$ cat src/rtl/seg7_pkg.sv
// seg7_pkg: shared definitions for the 7-segment readback monitor.
//   - Active-low HEX0 segment patterns for 0-F and blank (gfedcba order).
//   - Monitor FSM state enum.
//   - seg7_decode(): pattern -> {valid, digit}.
package seg7_pkg;

    localparam logic [6:0] SEG_0     = 7'h40;
    localparam logic [6:0] SEG_1     = 7'h79;
    localparam logic [6:0] SEG_2     = 7'h24;
    localparam logic [6:0] SEG_3     = 7'h30;
    localparam logic [6:0] SEG_4     = 7'h19;
    localparam logic [6:0] SEG_5     = 7'h12;
    localparam logic [6:0] SEG_6     = 7'h02;
    localparam logic [6:0] SEG_7     = 7'h78;
    localparam logic [6:0] SEG_8     = 7'h00;
    localparam logic [6:0] SEG_9     = 7'h10;
    localparam logic [6:0] SEG_A     = 7'h08;
    localparam logic [6:0] SEG_B     = 7'h03;
    localparam logic [6:0] SEG_C     = 7'h46;
    localparam logic [6:0] SEG_D     = 7'h21;
    localparam logic [6:0] SEG_E     = 7'h06;
    localparam logic [6:0] SEG_F     = 7'h0E;
    localparam logic [6:0] SEG_BLANK = 7'h7F;

    typedef enum logic [1:0] {
        ST_IDLE,
        ST_SETTLE,
        ST_LOCKED
    } monitor_state_t;

    typedef struct packed {
        logic       valid;
        logic [3:0] digit;
    } decode_t;

    function automatic decode_t seg7_decode(input logic [6:0] pattern);
        decode_t result;
        result = '{valid: 1'b1, digit: 4'd0};
        case (pattern)
            SEG_0:   result.digit = 4'h0;
            SEG_1:   result.digit = 4'h1;
            SEG_2:   result.digit = 4'h2;
            SEG_3:   result.digit = 4'h3;
            SEG_4:   result.digit = 4'h4;
            SEG_5:   result.digit = 4'h5;
            SEG_6:   result.digit = 4'h6;
            SEG_7:   result.digit = 4'h7;
            SEG_8:   result.digit = 4'h8;
            SEG_9:   result.digit = 4'h9;
            SEG_A:   result.digit = 4'hA;
            SEG_B:   result.digit = 4'hB;
            SEG_C:   result.digit = 4'hC;
            SEG_D:   result.digit = 4'hD;
            SEG_E:   result.digit = 4'hE;
            SEG_F:   result.digit = 4'hF;
            default: result.valid = 1'b0;
        endcase
        return result;
    endfunction

endpackage

$ cat src/rtl/seg7_pattern_decode.sv
// seg7_pattern_decode: combinational decode of one active-low segment pattern.
// Ports:
//   pattern  in   7  segment pattern, bit0=a .. bit6=g, 0 = lit
//   digit    out  4  decoded digit (0 when not decodable)
//   valid    out  1  pattern is one of the 16 digit glyphs
//   blank    out  1  pattern is all segments off
module seg7_pattern_decode
    import seg7_pkg::*;
(
    input  logic [6:0] pattern,
    output logic [3:0] digit,
    output logic       valid,
    output logic       blank
);

    decode_t decoded;

    assign decoded = seg7_decode(pattern);
    assign digit   = decoded.digit;
    assign valid   = decoded.valid;
    assign blank   = (pattern == SEG_BLANK);

endmodule

$ cat src/rtl/seg7_readback_monitor.sv
// seg7_readback_monitor: watches the HEX segment bus, recovers the shown digit
// after glitch filtering, checks it counts modulo MAX_DIGIT+1 and measures the
// cycle distance between successive digit changes.
// Ports:
//   CLOCK_50         in   1      system clock, rising edge
//   reset            in   1      synchronous, active-low reset
//   seg_in           in   7      segment bus (asynchronous), 0 = segment lit
//   digit_out        out  4      last accepted digit
//   digit_valid      out  1      digit_out currently holds a decoded digit
//   new_digit        out  1      one-cycle pulse on digit acceptance
//   seq_error        out  1      sticky: sequence broken
//   invalid_pattern  out  1      sticky: stable undecodable pattern seen
//   period           out  CNT_W  cycles between the last two new_digit pulses
//   period_valid     out  1      period holds a measurement
module seg7_readback_monitor
    import seg7_pkg::*;
#(
    parameter int STABLE_CYCLES = 4,
    parameter int MAX_DIGIT     = 9,
    parameter int CNT_W         = 26
) (
    input  logic             CLOCK_50,
    input  logic             reset,
    input  logic [6:0]       seg_in,
    output logic [3:0]       digit_out,
    output logic             digit_valid,
    output logic             new_digit,
    output logic             seq_error,
    output logic             invalid_pattern,
    output logic [CNT_W-1:0] period,
    output logic             period_valid
);

    logic [6:0]       sync1;
    logic [6:0]       sync2;
    logic [6:0]       candidate;
    logic [7:0]       stable_cnt;
    logic [6:0]       accepted;
    monitor_state_t   state;
    logic [CNT_W-1:0] period_cnt;
    logic [CNT_W-1:0] period_next;
    logic             seen_digit;

    logic [3:0]       dec_digit;
    logic             dec_valid;
    logic             dec_blank;
    logic             match;
    logic             stable_enough;
    logic [3:0]       expected_next;
    logic             out_of_sequence;

    seg7_pattern_decode u_decode (
        .pattern (candidate),
        .digit   (dec_digit),
        .valid   (dec_valid),
        .blank   (dec_blank)
    );

    assign match = (sync2 == candidate);

    // The sample that loaded the candidate plus the matching sample in sync2
    // right now are two identical samples beyond what stable_cnt has counted,
    // so acceptance happens exactly when STABLE_CYCLES samples have agreed.
    assign stable_enough = match &&
                           (({1'b0, stable_cnt} + 9'd2) >= 9'(STABLE_CYCLES));

    assign period_next   = (&period_cnt) ? period_cnt : period_cnt + 1'b1;
    assign expected_next = (digit_out == 4'(MAX_DIGIT)) ? 4'd0 : digit_out + 4'd1;
    assign out_of_sequence = (dec_digit != expected_next) ||
                             (dec_digit > 4'(MAX_DIGIT));

    // Input path: two-flop synchronizer, candidate tracking and a saturating
    // count of how long the candidate has stayed unchanged.
    always_ff @(posedge CLOCK_50) begin
        if (!reset) begin
            sync1      <= SEG_BLANK;
            sync2      <= SEG_BLANK;
            candidate  <= SEG_BLANK;
            stable_cnt <= '0;
        end else begin
            sync1     <= seg_in;
            sync2     <= sync1;
            candidate <= sync2;
            if (!match) begin
                stable_cnt <= '0;
            end else if (stable_cnt != 8'(STABLE_CYCLES)) begin
                stable_cnt <= stable_cnt + 8'd1;
            end
        end
    end

    // Acceptance FSM with all monitor outputs registered. A pattern returning
    // to the accepted one mid-settle is a glitch and is dropped silently.
    // Blank and undecodable patterns clear digit_valid, which is also the
    // sequence history, so the next digit after them is never checked.
    always_ff @(posedge CLOCK_50) begin
        if (!reset) begin
            state           <= ST_IDLE;
            accepted        <= SEG_BLANK;
            digit_out       <= '0;
            digit_valid     <= 1'b0;
            new_digit       <= 1'b0;
            seq_error       <= 1'b0;
            invalid_pattern <= 1'b0;
            period          <= '0;
            period_valid    <= 1'b0;
            period_cnt      <= '0;
            seen_digit      <= 1'b0;
        end else begin
            new_digit  <= 1'b0;
            period_cnt <= period_next;
            case (state)
                ST_IDLE, ST_LOCKED: begin
                    if (sync2 != accepted) begin
                        state <= ST_SETTLE;
                    end
                end
                ST_SETTLE: begin
                    if (sync2 == accepted) begin
                        state <= ST_LOCKED;
                    end else if (stable_enough) begin
                        state    <= ST_LOCKED;
                        accepted <= candidate;
                        if (dec_valid) begin
                            digit_out   <= dec_digit;
                            digit_valid <= 1'b1;
                            new_digit   <= 1'b1;
                            if (digit_valid && out_of_sequence) begin
                                seq_error <= 1'b1;
                            end
                            period_cnt <= '0;
                            if (seen_digit) begin
                                period       <= period_next;
                                period_valid <= 1'b1;
                            end
                            seen_digit <= 1'b1;
                        end else if (dec_blank) begin
                            digit_valid <= 1'b0;
                        end else begin
                            invalid_pattern <= 1'b1;
                            digit_valid     <= 1'b0;
                        end
                    end
                end
                default: state <= ST_IDLE;
            endcase
        end
    end

endmodule

$ cat config.mk
export PLATFORM = sky130hd
export DESIGN_NAME = seg7_readback_monitor
export DESIGN_NICKNAME = d
export VERILOG_FILES = /design/src/rtl/seg7_pkg.sv /design/src/rtl/seg7_pattern_decode.sv /design/src/rtl/seg7_readback_monitor.sv
export SDC_FILE = /design/constraint.sdc
export NUM_CORES = 1
export LEC_CHECK = 0
export CAP_MARGIN = 20
export CORE_MARGIN = 5
export CORE_UTILIZATION = 51
export CTS_CLUSTER_DIAMETER = 200
export CTS_CLUSTER_SIZE = 14
export DETAILED_ROUTE_END_ITERATION = 8
export PLACE_DENSITY_LB_ADDON = 0.3
export SKIP_CTS_REPAIR_TIMING = 1
export SYNTH_ARGS = -nofsm -noshare
export SYNTH_HDL_FRONTEND = slang
export SYNTH_SLANG_ARGS = --single-unit
$ cat constraint.sdc
create_clock -name CLOCK_50 -period 2.1 [get_ports CLOCK_50]
set_input_delay 0.21 -clock CLOCK_50 [delete_from_list [all_inputs] [get_ports CLOCK_50]]
set_output_delay 0.21 -clock CLOCK_50 [all_outputs]
set_load 0.1 [all_outputs]
==> impl_results.md, run 1 <==
- Status: finished, violations left
- Failing checks: setup timing
- DRT Pass-1 Iters: 5
- Final RePlAce weighted congestion: roughly 0.86
- Post-DP HPWL: around 7200 um
- Fin crit period: ~2.2 ns
- Share of cells above drive strength 1: 0.307
- Fin. max-slew vios: 0
- DRC: 0
- Fin. Hold Viols: 0
- Critical path type: reg2reg
- Diode count: 0
- Vias per cell: approximately 5.5
- Number of synthesized register bits: 100
- Gr usage total: 0.180
- Post-Syn Area: approximately 4600 um2
- Net count, final: around 600
- Placed instance area: approximately 5300 um2
- First-pass GRT wire length: about 17000 um
- Initial antenna violation count: 0
- Critical Path RT: roughly 2.4 ns
- CTS buffer count: 9
- Core box area: around 9000 um2
- Largest net degree at the start of global routing: 35
- Depth of the CTS H-tree: 3
- Worst Setup End Kind: register
- Synth async-reset ratio: 0
- DIE AREA: about 11000 um2
- Crit path DAT: 2.40 ns
- Slew HR: 0.683
- Distinct cells, synth: 61
- Most common cell after layout, fill and taps aside: dfxtp_1
- Number of flops mapped to enable cells by yosys: 0
- Seq/Total Area, Yosys: 0.435
- Rows: 34
- Yosys Warn Count: 0
- Vias: 3857
- Antenna viol nets, final: 0
- CTS sink count: 100
- CP dominant cell by count: buf_12
- Final setup vio count: 14
- Most frequent cells in the layout: 90 x dfxtp_1, 78 x buf_4, 58 x nor2_1, 37 x nand2_1, 25 x nand2b_1
- Die H: about 110 um
- Slowest stage delay, CP: between 0.3 and 0.4 ns
- RSZ-0062 raised after global routing: true
- CP max stage cell: dfxtp_4
- Initial Util: 0.526
- PnR worst setup slack: -0.0516 ns
- Initial DRC Count: about 170
- Lkg Pwr: ~2.2 nW
- Port bufs: 43
- CTS tree: yes
- Slew @ Worst Pin: ~0.48 ns
- Filler cells: roughly 710
- MaxCap Viol Count: 0
- Clock root buffer: clkbuf_8
- Pwr Density: around 570 nW/um2
- Synthesized instance count: 501
- Peak VDD IR: approximately 360 uV
- Maximum clock frequency: ~0.46 GHz
- Cell Chain, Critical Path: buf_12 > and3_4 > o211ai_1 > nand3_4 > o2111a_2 > buf_12 > buf_12 > nor2_1 > a211oi_2
- Syn Nets: just over 500
- Crit path max fanout: 12
- Die Wd: roughly 110 um
- Skew-Pair Late Insertion Delay: between 0.3 and 0.4 ns
- Vias in the first global route: about 3700
- Routed length per instance: 15.1 um
- Syn avg cell area: roughly 9 um2
- Final Routed Wirelength: roughly 10000 um
- Worst clock skew: 0.0149 ns
- I/O pin total: between 40 and 50
- Max Buffers Root-to-Sink: 2
- Clock slew at reported path FFs: about 0.10 ns
- Tcrit/Tclk final: 1.02
- Layout area overhead: 26.4%
- CP Launch Type: register
- Final Power: approximately 0.0033 W
- Top_reg_cell synth: dfxtp_1
- GRT overflow: 0
- Finished Cell Area: between 5000 and 6000 um2
- Hold Crit Class: in2reg
-- worst max-delay path, delay by kind of cell (launching register included) --
kind            cells  cell delay, ns
buf+inv             3            0.42
compound gates      3            0.74
flops               1            0.39
simple gates        3            0.47
-- flip-flops by register name, summed over array words and instances (netlist names) --
signal,flops
period,26
period_cnt,26
stable_cnt,8
accepted,7
candidate,7
sync1,7
sync2,7
digit_out,4
state,2
digit_valid,1
invalid_pattern,1
new_digit,1
period_valid,1
seen_digit,1
seq_error,1
-- worst paths after layout --
check | start | to | slack, ns | cells after the start
worst max register to register | candidate[4] | period[18] | -0.05 | 9
worst max-delay path | candidate[4] | period[18] | -0.05 | 9
worst min register to register | sync1[4] | sync2[4] | 0.42 | 1
worst min-delay path | seg_in[6] | sync1[6] | 0.39 | 2
-- power breakdown --
group          leakage [nW]  switching (W)  internal (W)
sequential            0.811      0.0000272       0.00192
combinational          1.29       0.000106     0.0000957
clock                0.0984       0.000702      0.000451
-- Yosys cell counts, types with 4 or more instances --
cell,n,area (um2)
nand2b_1,25,156
nor2_2,5,31.3
buf_2,11,55.1
nand2_1,37,139
inv_1,7,26.3
clkbuf_1,11,41.3
nor3_1,9,45.0
nand4_1,6,37.5
xor2_1,22,193
a211oi_2,21,263
and4_1,8,70.1
a21oi_1,18,90.1
nor2_1,70,263
o21ai_0,8,40.0
nor3b_1,4,30.0
nor4_1,5,31.3
xnor2_1,23,201
dfxtp_1,100,2000
mux2i_1,11,110
ha_1,4,50.1
nand3_1,17,85.1
and3_1,11,68.8
or2_2,4,25.0
and2_1,6,37.5
-- metal layers --
metal	vias up	part of all wire	global-route usage
li1	1907	-	-
met1	1872	0.47	0.244
met2	65	0.48	0.287
met3	13	0.039	0.0456
met4	0	0.011	0.0466
met5	-	0	0
-- area by class of cell --
class,instances,area (um2),share of cell area
Timing Repair Buffer,99,915,0.157
Clock inverter,7,60.1,0.0103
Clock buffer,9,124,0.0213
Sequential cell,100,2020,0.348
Inverter,8,30.0,0.00516
Multi-Input combinational cell,364,2540,0.435
Tap cell,108,135,0.0232
-- stage by stage --
stage	utilization	setup slack, ns	hold slack, ns	cells	TNS (ns)
after floorplan	-	0.0401	0.311	501	0
after global placement	0.606	-0.0132	0.390	668	-0.0844
after detailed placement	0.606	-0.131	0.393	668	-2.09
after CTS	0.627	-0.144	0.371	684	-2.68
after global routing	0.665	-0.144	0.366	695	-4.18
final	0.665	-0.0516	0.390	695	-0.313
-- logic make-up after synthesis --
logic type                 count (synthesis)  share of synthesized area
AOI/OAI and AO/OA                         78                      0.146
xor gates and xnor gates                  45                     0.0855
adders and majority gates                  4                     0.0109
buffers and inverters                     37                     0.0432
DFF                                      100                      0.435
muxes                                     11                     0.0239
and+or+nand+nor                          226                      0.256
No activity file was read; power rests on OpenSTA's default activity.
==> run 2: changes to the inputs <==
--- a/config.mk
+++ b/config.mk
@@ -11,8 +11,9 @@
 export CTS_CLUSTER_DIAMETER = 200
 export CTS_CLUSTER_SIZE = 14
 export DETAILED_ROUTE_END_ITERATION = 8
-export PLACE_DENSITY_LB_ADDON = 0.3
+export PLACE_DENSITY = 0.82
 export SKIP_CTS_REPAIR_TIMING = 1
 export SYNTH_ARGS = -nofsm -noshare
 export SYNTH_HDL_FRONTEND = slang
+export SYNTH_HIERARCHICAL = 1
 export SYNTH_SLANG_ARGS = --single-unit
==> impl_results.md, run 2 <==
- Syn Nets: 514 (unchanged)
- Largest net degree at the start of global routing: 30 (-14%)
- Slew HR: 0.677 (-0.00540)
- CTS sink count: 100 (unchanged)
- Crit path DAT: 2.53 ns (+0.13 ns)
- Worst clock skew: 0.0139 ns (-0.000930 ns)
- Cell Chain, Critical Path: buf_6 > nor4b_2 > a22oi_2 > o21ai_2 > or3_4 > nand4b_1 > nor3_4 > buf_12 > mux2i_1 > nor2b_1
- Critical Path RT: 2.37 ns (+0.02 ns)
- Top-count cell post-synth: dfxtp_1
- Initial antenna violation count: 0 (unchanged)
- Final setup vio count: 57 (+43)
- Top cell type's share of synthesized area: 0.439 (+0.00429)
- Most area-hungry cell type in the Yosys netlist: dfxtp_1
- Reg2Reg Depth: 10 (+1)
- MaxCap Viol Count: 0 (unchanged)
- Vias per cell: 5.51 (-0.68%)
- Worst flop-to-flop path endpoint: period[24]
- CTS buffer count: 9 (unchanged)
- Worst Setup End Kind: register
- PnR worst setup slack: -0.158 ns (-0.106 ns)
- Flop-to-flop setup slack: -0.16 ns (-0.11 ns)
- Clock root buffer: clkbuf_8
- Slowest stage delay, CP: 0.38 ns (about the same)
- Fin. Hold Viols: 0 (unchanged)
- CP delay by family, top: simple AND/OR/NAND/NOR gates
- Final TNS setup: -4.49 ns (-4.18 ns)
- First-pass GRT wire length: 17100 um (+1.4%)
- Initial Util: 0.523 (-0.00260)
- Cells on Worst Hold Path: 2 (unchanged)
- I/O pin total: 44 (unchanged)
- Tcrit/Tclk final: 1.08 (+0.0506)
- Synth async-reset ratio: 0 (unchanged)
- Yosys Warn Count: 6 (+6)
- Status: finished, violations left
- Post-DP HPWL: 7080 um (-1.5%)
- Gr usage total: 0.184 (+0.00351)
- Seq/Total Area, Yosys: 0.439 (+0.00429)
- Number of flops mapped to enable cells by yosys: 0 (unchanged)
- Worst Min Path Start: reset
- R2R Path Start: candidate[0]
- Port bufs: 43 (unchanged)
- Final RePlAce weighted congestion: 0.875 (+2.1%)
- Synth area leaders: dfxtp_1 44%, xnor2_1 6.5%, nor2_1 3.9%
- Pwr Density: 576 nW/um2 (+1.6%)
- Dpl ws: -0.250 ns (-0.120 ns)
- Share of cells above drive strength 1: 0.276 (-0.0303)
- Crit path max fanout: 15 (+3)
- DRC: 0 (unchanged)
- Slew @ Worst Pin: 0.479 ns (+0.00368 ns)
- DIE AREA: 10900 um2 (-0.89%)
- Max Buffers Root-to-Sink: 2 (unchanged)
- CP Launch Type: register
- Synthesized instance count: 501 (unchanged)
- Synth cell count leaders: 100 x dfxtp_1, 48 x nor2_1, 34 x nand2_1, 34 x xnor2_1, 33 x a21oi_1
- Die Wd: 105 um (-0.45%)
- Most frequent cells in the layout: 90 x dfxtp_1, 85 x buf_4, 47 x nor2_1, 34 x nand2_1, 33 x xnor2_1
- Die H: 105 um (-0.45%)
- Rows: 34 (unchanged)
- Peak VDD IR: 375 uV (+3.7%)
- Core box area: 8720 um2 (-0.49%)
- Final Power: 0.00338 W (+2.3%)
- GRT overflow: 0 (unchanged)
- Clock slew at reported path FFs: 0.11 ns (about the same)
- DRT Pass-1 Iters: 4 (-1)
- Syn avg cell area: 9.11 um2 (-0.98%)
- Vias: 3886 (+0.75%)
- Hold Crit Class: in2reg
- Diode count: 0 (unchanged)
- Routed length per instance: 14.8 um (-1.5%)
- Final Routed Wirelength: 10500 um (about the same)
- Failing checks: setup timing
- Number of synthesized register bits: 100 (unchanged)
- Lkg Pwr: 2.29 nW (+4.1%)
- CTS tree: yes
- Top_reg_cell synth: dfxtp_1
- Fin crit period: 2.26 ns (+0.106 ns)
- Vias in the first global route: 3647 (-0.14%)
- Maximum clock frequency: 0.443 GHz (-4.7%)
- CP max stage cell: dfxtp_4
- Layout area overhead: 28.6%
- Skew-Pair Late Insertion Delay: 0.37 ns (about the same)
- Most common cell after layout, fill and taps aside: dfxtp_1
- Critical path type: reg2reg
- Fin. max-slew vios: 0 (unchanged)
- Initial DRC Count: 251 (+52%)
- RSZ-0062 raised after global routing: true
- Antenna viol nets, final: 0 (unchanged)
- WHS Endpoint: period[1]
- Biggest regs: period (26), period_cnt (26), stable_cnt (8)
- Depth of the CTS H-tree: 3 (unchanged)
- Critical path buffers and inverters: 2 (-1)
- Post-Syn Area: 4560 um2 (-0.98%)
- Net count, final: 605 (+1.7%)
- Distinct cells, synth: 60 (-1.6%)
run 2: cell types whose count changed in the layout (fill, tap and decap cells not counted), moves of 7 or more:
cell      previous run  this run
a21oi_1             18        28
buf_4               78        85
nor2_2              17         1
nor2_1              58        47
xnor2_1             22        33
a211oi_2            21         0
nor2b_1              3        12
o21ai_1              1        18
xor2_1              22        11
run 2: cell families after synthesis:
kind of cell,after synthesis,share of synthesized area
and+or+nand+nor,214,0.265
adders and majority gates,4,0.0110
buffers and inverters,32,0.0370
DFF,100,0.439
xor gates and xnor gates,45,0.0864
muxes,17,0.0373
AOI/OAI and AO/OA,89,0.124
run 2: area by class of cell:
cell class	count	area (um2)
clock buffer	11	151
tap	108	135
timing repair buffer	105	915
inverter	7	26.3
multi-input combinational	369	2560
clock inverter	5	53.8
fill	643	2860
sequential	100	2020
run 2: worst max-delay path by stage:
stage                       startpoint    endpoint  slack (ns)  depth (start not counted)
after CTS                 candidate[2]  period[22]       -0.26                          9
after global routing      candidate[0]   period[3]       -0.30                         11
after detailed placement  candidate[2]   period[3]       -0.25                         10
final                     candidate[0]  period[24]       -0.16                         10
after floorplan           candidate[5]   seq_error       -0.07                         11
after global placement    candidate[2]   seq_error       -0.19                         10
run 2: worst reg2reg max path, cell delays in order, from the launching register on:
cell and delay (ns):
dfxtp_4 0.38, buf_6 0.14, nor4b_2 0.29, a22oi_2 0.11
o21ai_2 0.17, or3_4 0.17, nand4b_1 0.14, nor3_4 0.27
buf_12 0.20, mux2i_1 0.22, nor2b_1 0.07
run 2: layer usage:
metal / up-vias / share of wire / track usage
li1: 1948 / - / -
met1: 1852 / 0.48 / 0.256
met2: 74 / 0.48 / 0.293
met3: 12 / 0.033 / 0.0277
met4: 0 / 0.016 / 0.0630
met5: - / 0 / 0
run 2: where the power goes:
group / leakage [nW] / switching, W / total (W) / internal [W]
logic: 1.37 / 0.0000985 / 0.000193 / 0.0000950
registers: 0.811 / 0.0000323 / 0.00195 / 0.00192
clock network: 0.105 / 0.000710 / 0.00123 / 0.000523
run 2: per-stage QoR:
step                instance area (um2)  cells   util  hold WS, ns
CTS                                5610    692  0.643        0.312
global route                       5860    705  0.672        0.350
detailed placement                 5400    676  0.620        0.392
finish                             5860    705  0.672        0.327
floorplan                          4710    501      -        0.311
global placement                   5400    676  0.620        0.388
